`config.mk`:
```
export PLATFORM = sky130hd
export DESIGN_NAME = apb_master_if
export DESIGN_NICKNAME = d
export VERILOG_FILES = /design/src/rtl/apb_pkg.sv /design/src/rtl/apb_wait_timer.sv /design/src/rtl/apb_master_if.sv
export SDC_FILE = /design/constraint.sdc
export NUM_CORES = 1
export LEC_CHECK = 0
export CAP_MARGIN = 15
export CORE_MARGIN = 2
export CORE_UTILIZATION = 42
export DETAILED_ROUTE_END_ITERATION = 10
export PLACE_DENSITY = 0.84
export SYNTH_ARGS = -nofsm -noshare
export SYNTH_HDL_FRONTEND = slang
export SYNTH_SLANG_ARGS = --single-unit
```
`constraint.sdc`:
```
create_clock -name PCLK -period 4.5 [get_ports PCLK]
set_clock_uncertainty 0.15 [all_clocks]
set_input_delay 0.45 -clock PCLK [delete_from_list [all_inputs] [get_ports PCLK]]
set_output_delay 0.45 -clock PCLK [all_outputs]
set_load 0.1 [all_outputs]
```
`src/rtl/apb_pkg.sv`:
```
// rtl/apb_pkg.sv - shared APB initiator types: FSM encoding, default widths, response codes
package apb_pkg;

   typedef enum logic [1:0] {
      ST_IDLE   = 2'd0,
      ST_SETUP  = 2'd1,
      ST_ACCESS = 2'd2
   } apb_state_t;

   localparam int DEF_ADDR_W  = 7;
   localparam int DEF_DATA_W  = 8;
   localparam int DEF_TIMEOUT = 16;

   localparam logic RSP_OK  = 1'b0;
   localparam logic RSP_ERR = 1'b1;

endpackage

```
`src/rtl/apb_wait_timer.sv`:
```
// rtl/apb_wait_timer.sv - ACCESS wait-state counter with limit compare
// Only instantiated when APB_TIMEOUT_EN is defined.
module apb_wait_timer #(
   parameter int TIMEOUT = 16
) (
   input  logic PCLK,
   input  logic PRESETn,
   input  logic clear,
   input  logic tick,
   output logic expire
);

   localparam int CNT_W = $clog2(TIMEOUT + 1);

   logic [CNT_W-1:0] count;

   always_ff @(posedge PCLK or negedge PRESETn) begin
      if (!PRESETn) begin
         count <= '0;
      end else if (clear) begin
         count <= '0;
      end else if (tick) begin
         count <= count + 1'b1;
      end
   end

   // Fires on the wait cycle that brings the count up to TIMEOUT.
   assign expire = tick & (count == CNT_W'(TIMEOUT - 1));

endmodule

```
`src/rtl/apb_master_if.sv`:
```
// rtl/apb_master_if.sv - APB initiator: valid/ready requests to APB SETUP/ACCESS transfers
// Define APB_TIMEOUT_EN to abort ACCESS after TIMEOUT PREADY-low cycles.
module apb_master_if
   import apb_pkg::*;
#(
   parameter int ADDR_W = DEF_ADDR_W,
   parameter int DATA_W = DEF_DATA_W
`ifdef APB_TIMEOUT_EN
   ,
   parameter int TIMEOUT = DEF_TIMEOUT
`endif
) (
   input  logic              PCLK,
   input  logic              PRESETn,
   input  logic              req_valid,
   output logic              req_ready,
   input  logic              req_write,
   input  logic [ADDR_W-1:0] req_addr,
   input  logic [DATA_W-1:0] req_wdata,
   output logic              rsp_valid,
   output logic [DATA_W-1:0] rsp_rdata,
   output logic              rsp_err,
   output logic              PSELx,
   output logic              PENABLE,
   output logic              PWRITE,
   output logic [ADDR_W-1:0] PADDR,
   output logic [DATA_W-1:0] PWDATA,
   input  logic [DATA_W-1:0] PRDATA,
   input  logic              PREADY
);

   apb_state_t state;
   apb_state_t state_nxt;
   logic       accept;
   logic       complete;
   logic       abort;

   assign req_ready = PRESETn & ((state == ST_IDLE) | ((state == ST_ACCESS) & PREADY));
   assign accept    = req_valid & req_ready;
   assign complete  = (state == ST_ACCESS) & PREADY;
   assign PSELx     = (state != ST_IDLE);
   assign PENABLE   = (state == ST_ACCESS);

`ifdef APB_TIMEOUT_EN
   apb_wait_timer #(
      .TIMEOUT (TIMEOUT)
   ) u_wait_timer (
      .PCLK    (PCLK),
      .PRESETn (PRESETn),
      .clear   (state == ST_SETUP),
      .tick    ((state == ST_ACCESS) & ~PREADY),
      .expire  (abort)
   );

   always_ff @(posedge PCLK or negedge PRESETn) begin
      if (!PRESETn) begin
         rsp_err <= RSP_OK;
      end else begin
         rsp_err <= abort ? RSP_ERR : RSP_OK;
      end
   end
`else
   assign abort   = 1'b0;
   assign rsp_err = RSP_OK;
`endif

   always_ff @(posedge PCLK or negedge PRESETn) begin
      if (!PRESETn) begin
         state <= ST_IDLE;
      end else begin
         state <= state_nxt;
      end
   end

   always_comb begin
      state_nxt = state;
      case (state)
         ST_IDLE: begin
            if (accept) begin
               state_nxt = ST_SETUP;
            end
         end
         ST_SETUP: begin
            state_nxt = ST_ACCESS;
         end
         ST_ACCESS: begin
            if (PREADY) begin
               state_nxt = accept ? ST_SETUP : ST_IDLE;
            end else if (abort) begin
               state_nxt = ST_IDLE;
            end
         end
         default: begin
            state_nxt = ST_IDLE;
         end
      endcase
   end

   // Bus fields only move on accept so the APB lines stay quiet between transfers.
   always_ff @(posedge PCLK or negedge PRESETn) begin
      if (!PRESETn) begin
         PWRITE <= 1'b0;
         PADDR  <= '0;
         PWDATA <= '0;
      end else if (accept) begin
         PWRITE <= req_write;
         PADDR  <= req_addr;
         PWDATA <= req_wdata;
      end
   end

   always_ff @(posedge PCLK or negedge PRESETn) begin
      if (!PRESETn) begin
         rsp_valid <= 1'b0;
         rsp_rdata <= '0;
      end else begin
         rsp_valid <= complete | abort;
         if (complete) begin
            rsp_rdata <= PWRITE ? '0 : PRDATA;
         end else if (abort) begin
            rsp_rdata <= '0;
         end
      end
   end

endmodule
```
Yosys cells after proc, flatten, opt, wreduce, memory -nomap -nowiden
Cells that the tools add are included.
{"block": "word_totals", "reg_bits": 27, "latchBits": 0, "ramBits": 0, "rom_bits": 0, "inputBits": 28, "output_inout_bits": 29, "elab_cells": 22, "mem_count": 0}
{"block": "classes", "addsub": 0, "n_mul": 0, "n_div": 0, "n_lt_le_gt_ge": 0, "n_eq_ne": 4, "n_shift": 0, "n_mux": 5, "bitwise_logic": 4, "n_reduce_logical": 3}
{"cell": "$mux 8", "n": 1}
{"cell": "$pmux 2 s3", "n": 1}
{"cell": "$mux 2", "n": 2}
{"cell": "$and 1x1->1", "n": 3}
{"cell": "$eq 2x1->1 const B", "n": 1}
{"cell": "$eq 2x2->1 const B", "n": 1}
{"cell": "$logic_not 2->1", "n": 1}
{"cell": "$ne 2x1->1 const B", "n": 1}
{"cell": "$ne 2x2->1 const B", "n": 1}
{"cell": "$reduce_and 2->1", "n": 1}
{"cell": "$reduce_bool 2->1", "n": 1}
{"cell": "$mux 1", "n": 1}
{"cell": "$or 1x1->1", "n": 1}

Longest topological paths before layout
Gate-level depths: netlist (run 1).
{"block": "depth", "ltp_word": 8, "ltp_mapped": 4, "depth_no_buf": 3}

Least setup slack after synthesis (run 1)
Ideal clock, no wire load.
{"block": "synth_timing", "path_type": "flip-flop to output port", "from": "register state[1]", "to": "output req_ready", "arrival_time_ns": 2.719, "required_time_ns": 3.900, "slack_ns": 1.181, "path_stages_with_launch": 3, "n_path_buf": 0, "path_cell_list": "dfrtp_1 nor2b_4 nor3b_1"}
{"block": "synth_between", "elab_chain_len": 4, "word_cells_on_any_way": 5, "cone_classes": "eq/ne (1); bitwise (3); reduce/logical (1)"}
{"item": "start, declared", "line": "apb_master_if.sv:32", "source": "apb_state_t state;"}
{"item": "start signal, assigned", "line": "apb_master_if.sv:71", "source": "state <= state_nxt;"}
{"item": "$eq 2x2->1", "line": "apb_master_if.sv:38", "source": "assign req_ready = PRESETn & ((state == ST_IDLE) | ((state == ST_ACCESS) & PREADY));"}
{"item": "$and 1x1->1", "line": "apb_master_if.sv:38"}
{"item": "$or 1x1->1 (*)", "line": "apb_master_if.sv:38"}
{"item": "$and 1x1->1 (*)", "line": "apb_master_if.sv:38"}
{"item": "end, declared", "line": "apb_master_if.sv:16", "source": "output logic req_ready,"}
Every way passes the cells marked *; elsewhere a longest branch is shown, timed or not.

Worst setup path in the final report (run 1)
{"block": "layout_timing", "from": "register state[0]", "to": "output PSELx"}
{"block": "layout_between", "elab_chain_len": 1}
{"item": "$reduce_bool 2->1", "line": "apb_master_if.sv:41", "source": "assign PSELx = (state != ST_IDLE);"}
{"item": "end, declared", "line": "apb_master_if.sv:23", "source": "output logic PSELx,"}
Every way passes these cells.

==> results.py, run 1 <==
metrics = {
    "outcome": {
        "status": "complete, no violations",
    },
    "drt": {
        "dr_total_vias": 793,
        "route.met3.wl_um": 151,
        "dr.max_layer_used": "met4",
        "drcViolationCount": 0,
        "wl_met1_um": 920,
        "wl_met2_mm": 1.27,
        "ant_nets": 0,
        "wl_mm": 2.37,
        "viasPerCell": 4.72,
        "first_pass_iters": 4,
        "wire_per_inst_um": 14.1,
        "dr.first_iter.drc_count": 11,
    },
    "floorplanning": {
        "dieArea_mm2": 0.00310,
        "start_util_pct": 44.9,
        "io_pins": 57,
        "die_h_um": 55.7,
        "rows": 18,
        "die_w_um": 55.7,
        "core_mm2": 0.00250,
    },
    "final_layout": {
        "drive_gt1_share_pct": 18.1,
        "postLayoutCoreUtil_pct": 68.4,
        "insertedDiodeCount": 0,
        "instances_no_fill": 168,
        "area_growth_pct": 52.2,
        "fin_nets": 167,
    },
    "critical_path": {
        "r2r-start": "state[1]",
        "r2r_slack_ns": 2.48,
        "worstSetupPathType": "reg -> out",
        "worstPathArrival_ns": 2.08,
        "worst_path_max_delay_cell": "clkdlybuf4s50_1",
        "startpoint_type": "flip-flop",
        "crit_chain": "or2_2 > clkdlybuf4s50_1",
        "critPathCaptureType": "output pin",
        "crit_family": "buffers and inverters",
        "rr_endpoint": "PWDATA[7]",
        "slowest_delay_ns": 0.97,
        "cp_num_buf_inv": 1,
        "crit_required_ns": 3.90,
        "r2r_cells": 3,
        "crit_fanout": 6,
    },
    "power_and_ir_drop": {
        "power_leakage_nw": 0.741,
        "peakVddDrop_mv": 0.477,
        "power_mw": 1.12,
        "powerDensity_mw_per_mm2": 657,
    },
    "global_routing": {
        "grt_pass1_wl_mm": 4.06,
        "track_usage_pct": 16.6,
        "grt_max_degree": 30,
        "grt_overflow": 0,
        "antenna_found_initial": 0,
        "grt_pass1_vias": 907,
    },
    "sta": {
        "min_period_ns": 2.68,
        "hold_ws_ns": 0.352,
        "period_share_pct": 59.7,
        "setup_viol": 0,
        "finalMaxSlewViolations": 0,
        "slew_headroom_pct": 34.6,
        "finalHoldViolCount": 0,
        "worst_pin_slew_ns": 0.978,
        "tns_ns": 0,
        "fmax_mhz": 372,
        "rsz0062_at_grt": "no",
    },
    "synth": {
        "syn-num-nets": 109,
        "syn_area_mm2": 0.00112,
        "synthCells": 81,
        "ys.warnings.count": 0,
        "ys_ff_latch": 27,
        "synth_cell_types": 17,
        "synth-seq-area-share_pct": 60.1,
        "syn_avg_cell_area_um2": 13.9,
    },
    "placed_design": {
        "dp_hpwl_mm": 1.81,
        "io_buffers": 55,
        "dp.cells": 164,
        "gp_congestion": 0.758,
    },
    "clock_network": {
        "cts_hold_buf": 0,
        "numCtsBuffers": 3,
        "cts-resized-gates": 0,
        "cts_tree": "done",
        "cts_buffer_depth": 2,
        "cts-htree-levels": 1,
        "clock_latency_ns": 0.31,
        "path_clk_slew_ns": 0.13,
        "cts_sinks": 27,
        "cts_setup_buffers": 0,
        "ctsRootBufferMaster": "clkbuf_4",
    },
    "run": {
        "maxCapViolCount": 0,
    },
    "hold_path": {
        "hold_path.class": "in -> async",
    },
}
final cells by class:
cell class / count / area, um^2
tap: 30 / 37.5
timing repair buffer: 56 / 556
sequential: 27 / 676
fill: 191 / 790
inverter: 2 / 7.51
clock buffer: 4 / 26.3
multi-input combinational: 49 / 408
cell usage in the layout (no fill, tap or decap):
| master | instances |
|---|---|
| buf_4 | 2 |
| clkbuf_1 | 1 |
| clkbuf_4 | 3 |
| clkdlybuf4s50_1 | 54 |
| conb_1 | 1 |
| dfrtp_1 | 27 |
| inv_1 | 2 |
| mux2_2 | 8 |
| mux2_4 | 9 |
| nand2_1 | 9 |
| nand2b_1 | 8 |
| nand3b_1 | 1 |
| nor2_1 | 1 |
| nor2b_4 | 1 |
| nor3_4 | 1 |
| nor3b_1 | 1 |
| o21ai_0 | 8 |
| or2_2 | 1 |
kinds of logic after synthesis:
| family | count (synthesis) | synth area share (%) |
|---|---|---|
| AOI/OAI and AO/OA | 8 | 3.56 |
| DFF | 27 | 60.1 |
| other | 1 | 0.334 |
| buffers and inverters | 5 | 3.56 |
| muxes | 17 | 20.0 |
| and+or+nand+nor | 23 | 12.4 |
registers in the layout (all words and copies together), names as in the netlist:
signal	count
state	2
PWDATA	8
rsp_rdata	8
PWRITE	1
rsp_valid	1
PADDR	7
cell usage after synthesis:
cell      instances  area share, %
nor3_4            1            1.4
nor3b_1           1           0.67
dfrtp_1          27             60
o21ai_0           8            3.6
conb_1            1           0.33
buf_2             1           0.45
nor2b_4           1            1.2
nand2_1           9            3.0
mux2_4            9             12
buf_12            1            1.8
nand3b_1          1           0.67
or2_2             1           0.56
buf_4             1           0.67
inv_1             2           0.67
nor2_1            1           0.33
nand2b_1          8            4.5
mux2_2            8            8.0
worst max-delay path by stage:
stage          slack (ns)  depth (start not counted)         to      from
2_1_floorplan        1.18                          2  req_ready  state[1]
3_3_place_gp         1.71                          5   PADDR[3]   PRESETn
3_5_place_dp         1.65                          5  PWDATA[7]   PRESETn
4_1_cts              1.79                          2      PSELx  state[0]
5_1_grt              1.73                          2      PSELx  state[0]
6_report             1.82                          2      PSELx  state[0]
stage by stage:
step / worst slack [ns] / instance area, um^2
6_report: 1.82 / 1710
5_1_grt: 1.73 / 1710
4_1_cts: 1.79 / 1710
3_5_place_dp: 1.65 / 1680
3_3_place_gp: 1.71 / 1680
2_1_floorplan: 1.18 / 1120
metal layers:
layer | vias to the layer above | track usage, %
li1 | 381 | -
met1 | 377 | 18.8
met2 | 33 | 29.6
met3 | 2 | 3.02
met4 | 0 | 8.71
met5 | - | 0
report_power, final:
group / internal, mW / switching (mW)
Sequential: 0.300 / 0.0356
Combinational: 0.173 / 0.516
Clock: 0.0346 / 0.0654
Note: power is estimated with default switching activity, not from simulation.
==> run 2, diff against run 1 <==
--- a/config.mk
+++ b/config.mk
@@ -7,9 +7,9 @@
 export LEC_CHECK = 0
 export CAP_MARGIN = 15
 export CORE_MARGIN = 2
-export CORE_UTILIZATION = 42
+export CORE_UTILIZATION = 35
 export DETAILED_ROUTE_END_ITERATION = 10
-export PLACE_DENSITY = 0.84
+export PLACE_DENSITY = 0.75
 export SYNTH_ARGS = -nofsm -noshare
 export SYNTH_HDL_FRONTEND = slang
 export SYNTH_SLANG_ARGS = --single-unit
==> constraint.sdc (replaced) <==
create_clock -name PCLK -period 2.3 [get_ports PCLK]
set_clock_uncertainty 0.15 [all_clocks]
set_input_delay 0.23 -clock PCLK [delete_from_list [all_inputs] [get_ports PCLK]]
set_output_delay 0.23 -clock PCLK [all_outputs]
set_load 0.1 [all_outputs]
==> run 2 against run 1 <==
Compared with the run above:
- cell area fell by 1.0%
- register-to-register slack got worse by 1.8 ns
- combinational power rose by 90%
- clock power rose by 92%
- sequential cell count did not move
- critical endpoint is now req_ready
- sequential share of layout area rose by 0.41 points
- largest power group unchanged
==> results.py, run 2 (synthesized netlist as in run 1, its figures left out) <==
metrics = {
    "floorplanning": {
        "die_w_um": 60.7,
        "core_mm2": 0.00305,
        "io_pins": 57,
        "rows": 20,
        "start_util_pct": 36.8,
        "dieArea_mm2": 0.00368,
        "die_h_um": 60.7,
    },
    "power_and_ir_drop": {
        "power_frac_comb_pct": 60.7,
        "powerDensity_mw_per_mm2": 1280,
        "power_leakage_nw": 0.791,
        "intPower_uw": 958,
        "power.share.clock_pct": 8.9,
        "netSwitchingFraction_pct": 55.7,
        "netSwitchingPower_mw": 1.21,
        "pwr-share-seq_pct": 30.4,
        "peakVddDrop_mv": 0.388,
    },
    "drt": {
        "viasPerCell": 4.27,
        "drcViolationCount": 0,
        "dr_total_vias": 786,
        "dr.first_iter.drc_count": 68,
        "first_pass_iters": 2,
        "wl_mm": 2.32,
        "wire_per_inst_um": 12.6,
        "ant_nets": 0,
    },
    "clock_network": {
        "cts_setup_buffers": 0,
        "numCtsBuffers": 3,
        "clock_latency_ns": 0.31,
        "ctsRootBufferMaster": "clkbuf_4",
        "cts-htree-levels": 1,
        "cts_tree": "done",
        "cts-resized-gates": 0,
        "cts_buffer_depth": 2,
        "cts_sinks": 27,
        "path_clk_slew_ns": 0.13,
        "cts_hold_buf": 0,
    },
    "critical_path": {
        "startpoint_type": "primary input",
        "crit_fanout": 11,
        "worstPathArrival_ns": 1.40,
        "worstSetupPathType": "in -> out",
        "crit_required_ns": 1.92,
        "critPathCaptureType": "output pin",
    },
    "global_routing": {
        "track_usage_pct": 13.7,
        "grt_overflow": 0,
        "grt_pass1_wl_mm": 3.75,
        "grt_max_degree": 18,
        "grt_pass1_vias": 802,
        "antenna_found_initial": 0,
    },
    "sta": {
        "min_period_ns": 1.78,
        "worst_pin_slew_ns": 0.539,
        "fmax_mhz": 562,
        "finalMaxSlewViolations": 0,
        "setup_viol": 0,
        "slew_headroom_pct": 63.9,
        "tns_ns": 0,
        "period_share_pct": 77.4,
        "finalHoldViolCount": 0,
        "rsz0062_at_grt": "no",
    },
    "final_layout": {
        "final_common_cell": "buf_4",
        "fin_nets": 169,
        "postLayoutCoreUtil_pct": 55.5,
        "insertedDiodeCount": 0,
        "reg.largest.list": "PWDATA (8), rsp_rdata (8), PADDR (7)",
        "area_growth_pct": 50.7,
        "filler_cell_count": 272,
        "drive_gt1_share_pct": 39.3,
        "final_cell_mix": "buf_4, dfrtp_1, clkdlybuf4s50_1",
    },
    "run": {
        "maxCapViolCount": 0,
    },
    "placed_design": {
        "gp_congestion": 0.706,
        "io_buffers": 55,
        "dp_hpwl_mm": 1.81,
    },
    "hold_path": {
        "hold_path.class": "in -> async",
    },
    "outcome": {
        "status": "complete, no violations",
    },
}
## run 2: changes by cell type in the layout (fill, tap and decap cells not counted), sizes merged
cell,delta
clkdlybuf4s50,-27
buf,+29
## run 2: stage by stage
step           hold slack (ns)  setup slack [ns]  instances  total power [mW]  cell area [um^2]
2_1_floorplan           -0.216             0.194         81              1.69              1130
3_3_place_gp             0.316             0.413        180              1.98              1670
3_5_place_dp             0.322             0.373        180              1.99              1670
4_1_cts                 0.0972             0.496        184              2.18              1690
5_1_grt                  0.131             0.419        184              2.25              1690
6_report                 0.103             0.519        184              2.17              1690
## run 2: routing by layer
metal / vias to the layer above / part of all wire [%] / global-route usage, %
met1: 370 / 44 / 18.1
met4: 0 / 0.34 / 5.59
li1: 383 / - / -
met5: - / 0 / 0
met2: 31 / 48 / 22.0
met3: 2 / 7.8 / 2.77
## run 2: worst paths after layout
check / slack (ns) / cells past startpoint / startpoint / to
worst max-delay path: 0.52 / 4 / PRESETn / req_ready
worst min-delay path: 0.10 / 2 / PRESETn / rsp_valid
worst max register to register: 0.65 / 4 / state[1] / PADDR[1]
worst min register to register: 0.35 / 2 / rsp_rdata[6] / rsp_rdata[6]
max in group asynchronous: 1.67 / 2 / PRESETn / PWDATA[3]
min in group PCLK: 0.33 / 3 / PRDATA[7] / rsp_rdata[7]
## run 2: final cells by class
class	count	area [um^2]	area share, %
inverters	2	7.51	0.443
flip-flops and latches	27	676	39.9
well taps	44	55.1	3.25
repair buffers	58	515	30.5
clock buffers	4	26.3	1.55
multi-input cells	49	413	24.4
## run 2: power by group through the flow
| stage | clock network, mW | logic [mW] | registers (mW) |
|---|---|---|---|
| 6_report | 0.192 | 1.31 | 0.659 |
| 5_1_grt | 0.214 | 1.36 | 0.674 |
| 4_1_cts | 0.202 | 1.32 | 0.660 |
| 3_5_place_dp | 0 | 1.32 | 0.668 |
| 3_3_place_gp | 0 | 1.31 | 0.664 |
| 2_1_floorplan | 0 | 0.222 | 1.47 |
## run 2: worst max-delay path: stages
cell	delay [ns]
clkdlybuf4s50_1	0.50
buf_4	0.20
nor3b_2	0.26
buf_12	0.21
==> run 3, diff against run 2 <==
==> constraint.sdc (replaced) <==
create_clock -name PCLK -period 1.5 [get_ports PCLK]
set_clock_uncertainty 0.15 [all_clocks]
set_input_delay 0.15 -clock PCLK [delete_from_list [all_inputs] [get_ports PCLK]]
set_output_delay 0.15 -clock PCLK [all_outputs]
set_load 0.1 [all_outputs]
==> run 3 against run 2 <==
Compared with the run above:
- the flow now finishes with violations (negative setup slack)
- sequential cell count stayed put
- clock-buffer cell count stayed put
- utilization is 17 points higher
- worst hold slack better by 0.087 ns
- clock power is 57% higher
- via count is 9.7% higher
- sequential share of layout area is 9.3 points lower
- highest routed layer unchanged
==> results.py, run 3 (synthesized netlist as in run 1, its figures left out) <==
metrics = {
    "outcome": {
        "status": "finished, violations left",
        "violations": "negative setup slack",
    },
    "sta": {
        "setup_viol": 18,
        "timing.final.ws_setup_ns": -0.181,
        "finalMaxSlewViolations": 0,
        "fmax_mhz": 595,
        "finalHoldViolCount": 0,
        "rsz0062_at_grt": "yes",
        "hold_ws_ns": 0.190,
        "period_share_pct": 112,
        "min_period_ns": 1.68,
    },
    "drt": {
        "drcViolationCount": 0,
        "wire_per_inst_um": 13.3,
        "viasPerCell": 4.44,
        "first_pass_iters": 2,
        "ant_nets": 0,
        "dr_total_vias": 862,
        "dr.first_iter.drc_count": 17,
        "wl_mm": 2.57,
    },
    "final_layout": {
        "drive_gt1_share_pct": 45.3,
        "fin_nets": 179,
        "area_growth_pct": 96.5,
        "final_common_cell": "buf_12",
        "reg.largest.list": "PWDATA (8), rsp_rdata (8), PADDR (7)",
        "insertedDiodeCount": 0,
        "final_cell_mix": "buf_12, clkdlybuf4s50_1, dfrtp_1",
    },
    "power_and_ir_drop": {
        "powerDensity_mw_per_mm2": 1800,
        "netSwitchingFraction_pct": 49.8,
        "peakVddDrop_mv": 0.951,
        "intPower_mw": 2.00,
        "power_leakage_nw": 0.994,
        "pwr-share-seq_pct": 27.7,
        "power_frac_comb_pct": 64.7,
        "power.share.clock_pct": 7.6,
        "netSwitchingPower_mw": 1.98,
    },
    "critical_path": {
        "worst_path_max_delay_cell": "dfrtp_1",
        "startpoint_type": "flip-flop",
        "crit_chain": "nor2b_4 > buf_6 > nor3b_4 > buf_12",
        "worstPathArrival_ns": 1.38,
        "critPathCaptureType": "output pin",
        "rr_endpoint": "PWRITE",
        "crit_required_ns": 1.20,
        "r2r-start": "state[1]",
        "slowest_delay_ns": 0.41,
        "worstSetupPathType": "reg -> out",
        "r2r_cells": 6,
        "r2r_slack_ns": -0.15,
        "crit_fanout": 2,
    },
    "floorplanning": {
        "core_mm2": 0.00305,
        "dieArea_mm2": 0.00368,
        "die_h_um": 60.7,
        "rows": 20,
        "die_w_um": 60.7,
        "start_util_pct": 36.8,
        "io_pins": 57,
    },
    "global_routing": {
        "track_usage_pct": 15.4,
        "grt_pass1_vias": 914,
        "grt_pass1_wl_mm": 4.16,
        "antenna_found_initial": 0,
        "grt_max_degree": 28,
        "grt_overflow": 0,
    },
    "clock_network": {
        "cts_sinks": 27,
        "ctsRootBufferMaster": "clkbuf_4",
        "cts_buffer_depth": 2,
        "numCtsBuffers": 3,
        "cts-htree-levels": 1,
        "clock_latency_ns": 0.31,
        "path_clk_slew_ns": 0.13,
        "cts_tree": "done",
    },
    "run": {
        "maxCapViolCount": 0,
    },
    "placed_design": {
        "dp_hpwl_mm": 1.96,
        "dp_slack_ns": -0.277,
        "gp_congestion": 0.709,
        "io_buffers": 55,
    },
    "hold_path": {
        "hold_path.class": "in -> async",
    },
}
==> run 3: cell count changes in the layout (fill, tap and decap cells not counted), moves of 2 or more <==
cell | previous run | this run
mux2_2 | 8 | 1
mux2_4 | 9 | 16
buf_12 | 1 | 29
clkbuf_16 | 0 | 2
buf_6 | 0 | 3
buf_4 | 30 | 7
==> run 3: critical path: cells and delay by family, from the launching register on <==
kind	cells	cell delay (ns)
AND/OR/NAND/NOR	2	0.34
flip-flops	1	0.41
buffers and inverters	2	0.32
==> run 3: worst max-delay path by stage <==
stage / startpoint / endpoint / slack [ns] / cells after the start
global route: state[1] / req_ready / -0.23 / 4
global placement: PRESETn / PADDR[1] / -0.24 / 5
finish: state[1] / req_ready / -0.18 / 4
floorplan: state[1] / req_ready / -0.15 / 2
detailed placement: PRESETn / PADDR[1] / -0.28 / 5
CTS: state[1] / req_ready / -0.21 / 4
==> run 3: per-stage QoR <==
| step | std cells | utilization, % | total power, mW | setup TNS, ns | area, um^2 |
|---|---|---|---|---|---|
| 6_report | 194 | 72.3 | 3.98 | -2.34 | 2210 |
| 5_1_grt | 194 | 72.3 | 4.11 | -3.04 | 2210 |
| 4_1_cts | 191 | 70.1 | 3.97 | -1.88 | 2140 |
| 3_5_place_dp | 184 | 67.4 | 3.63 | -4.01 | 2060 |
| 3_3_place_gp | 184 | 67.4 | 3.60 | -3.64 | 2060 |
| 2_1_floorplan | 81 | - | 2.60 | -0.887 | 1140 |
==> run 3: repair_timing <==
action                     in CTS  in global routing
hold endpoints to repair        0                  0
gates resized for setup         9                  4
setup buffers                   3                  1
cloned                          0                  2
pin swaps                       2                  2
hold buffers                    0                  0
setup endpoints to repair       4                 19
==> run 3: power by group through the flow <==
stage	sequential [mW]	clock, mW	combinational, mW
finish	1.10	0.302	2.57
global route	1.13	0.339	2.65
CTS	1.10	0.310	2.56
detailed placement	1.12	0	2.52
global placement	1.11	0	2.49
floorplan	2.25	0	0.345
==> run 3: layout make-up <==
| class | count | area, um^2 |
|---|---|---|
| inverters | 2 | 7.51 |
| well taps | 44 | 55.1 |
| clock buffers | 4 | 26.3 |
| repair buffers | 68 | 987 |
| multi-input cells | 49 | 455 |
| fillers | 217 | 845 |
| flip-flops and latches | 27 | 677 |
==> run 3: per-layer routing <==
| layer | vias up | GRT usage, % | part of all wire [%] |
|---|---|---|---|
| met5 | - | 0 | 0 |
| met4 | 0 | 7.76 | 2.4 |
| met3 | 4 | 3.84 | 6.3 |
| met2 | 36 | 26.7 | 50 |
| met1 | 417 | 17.5 | 42 |
| li1 | 405 | - | - |
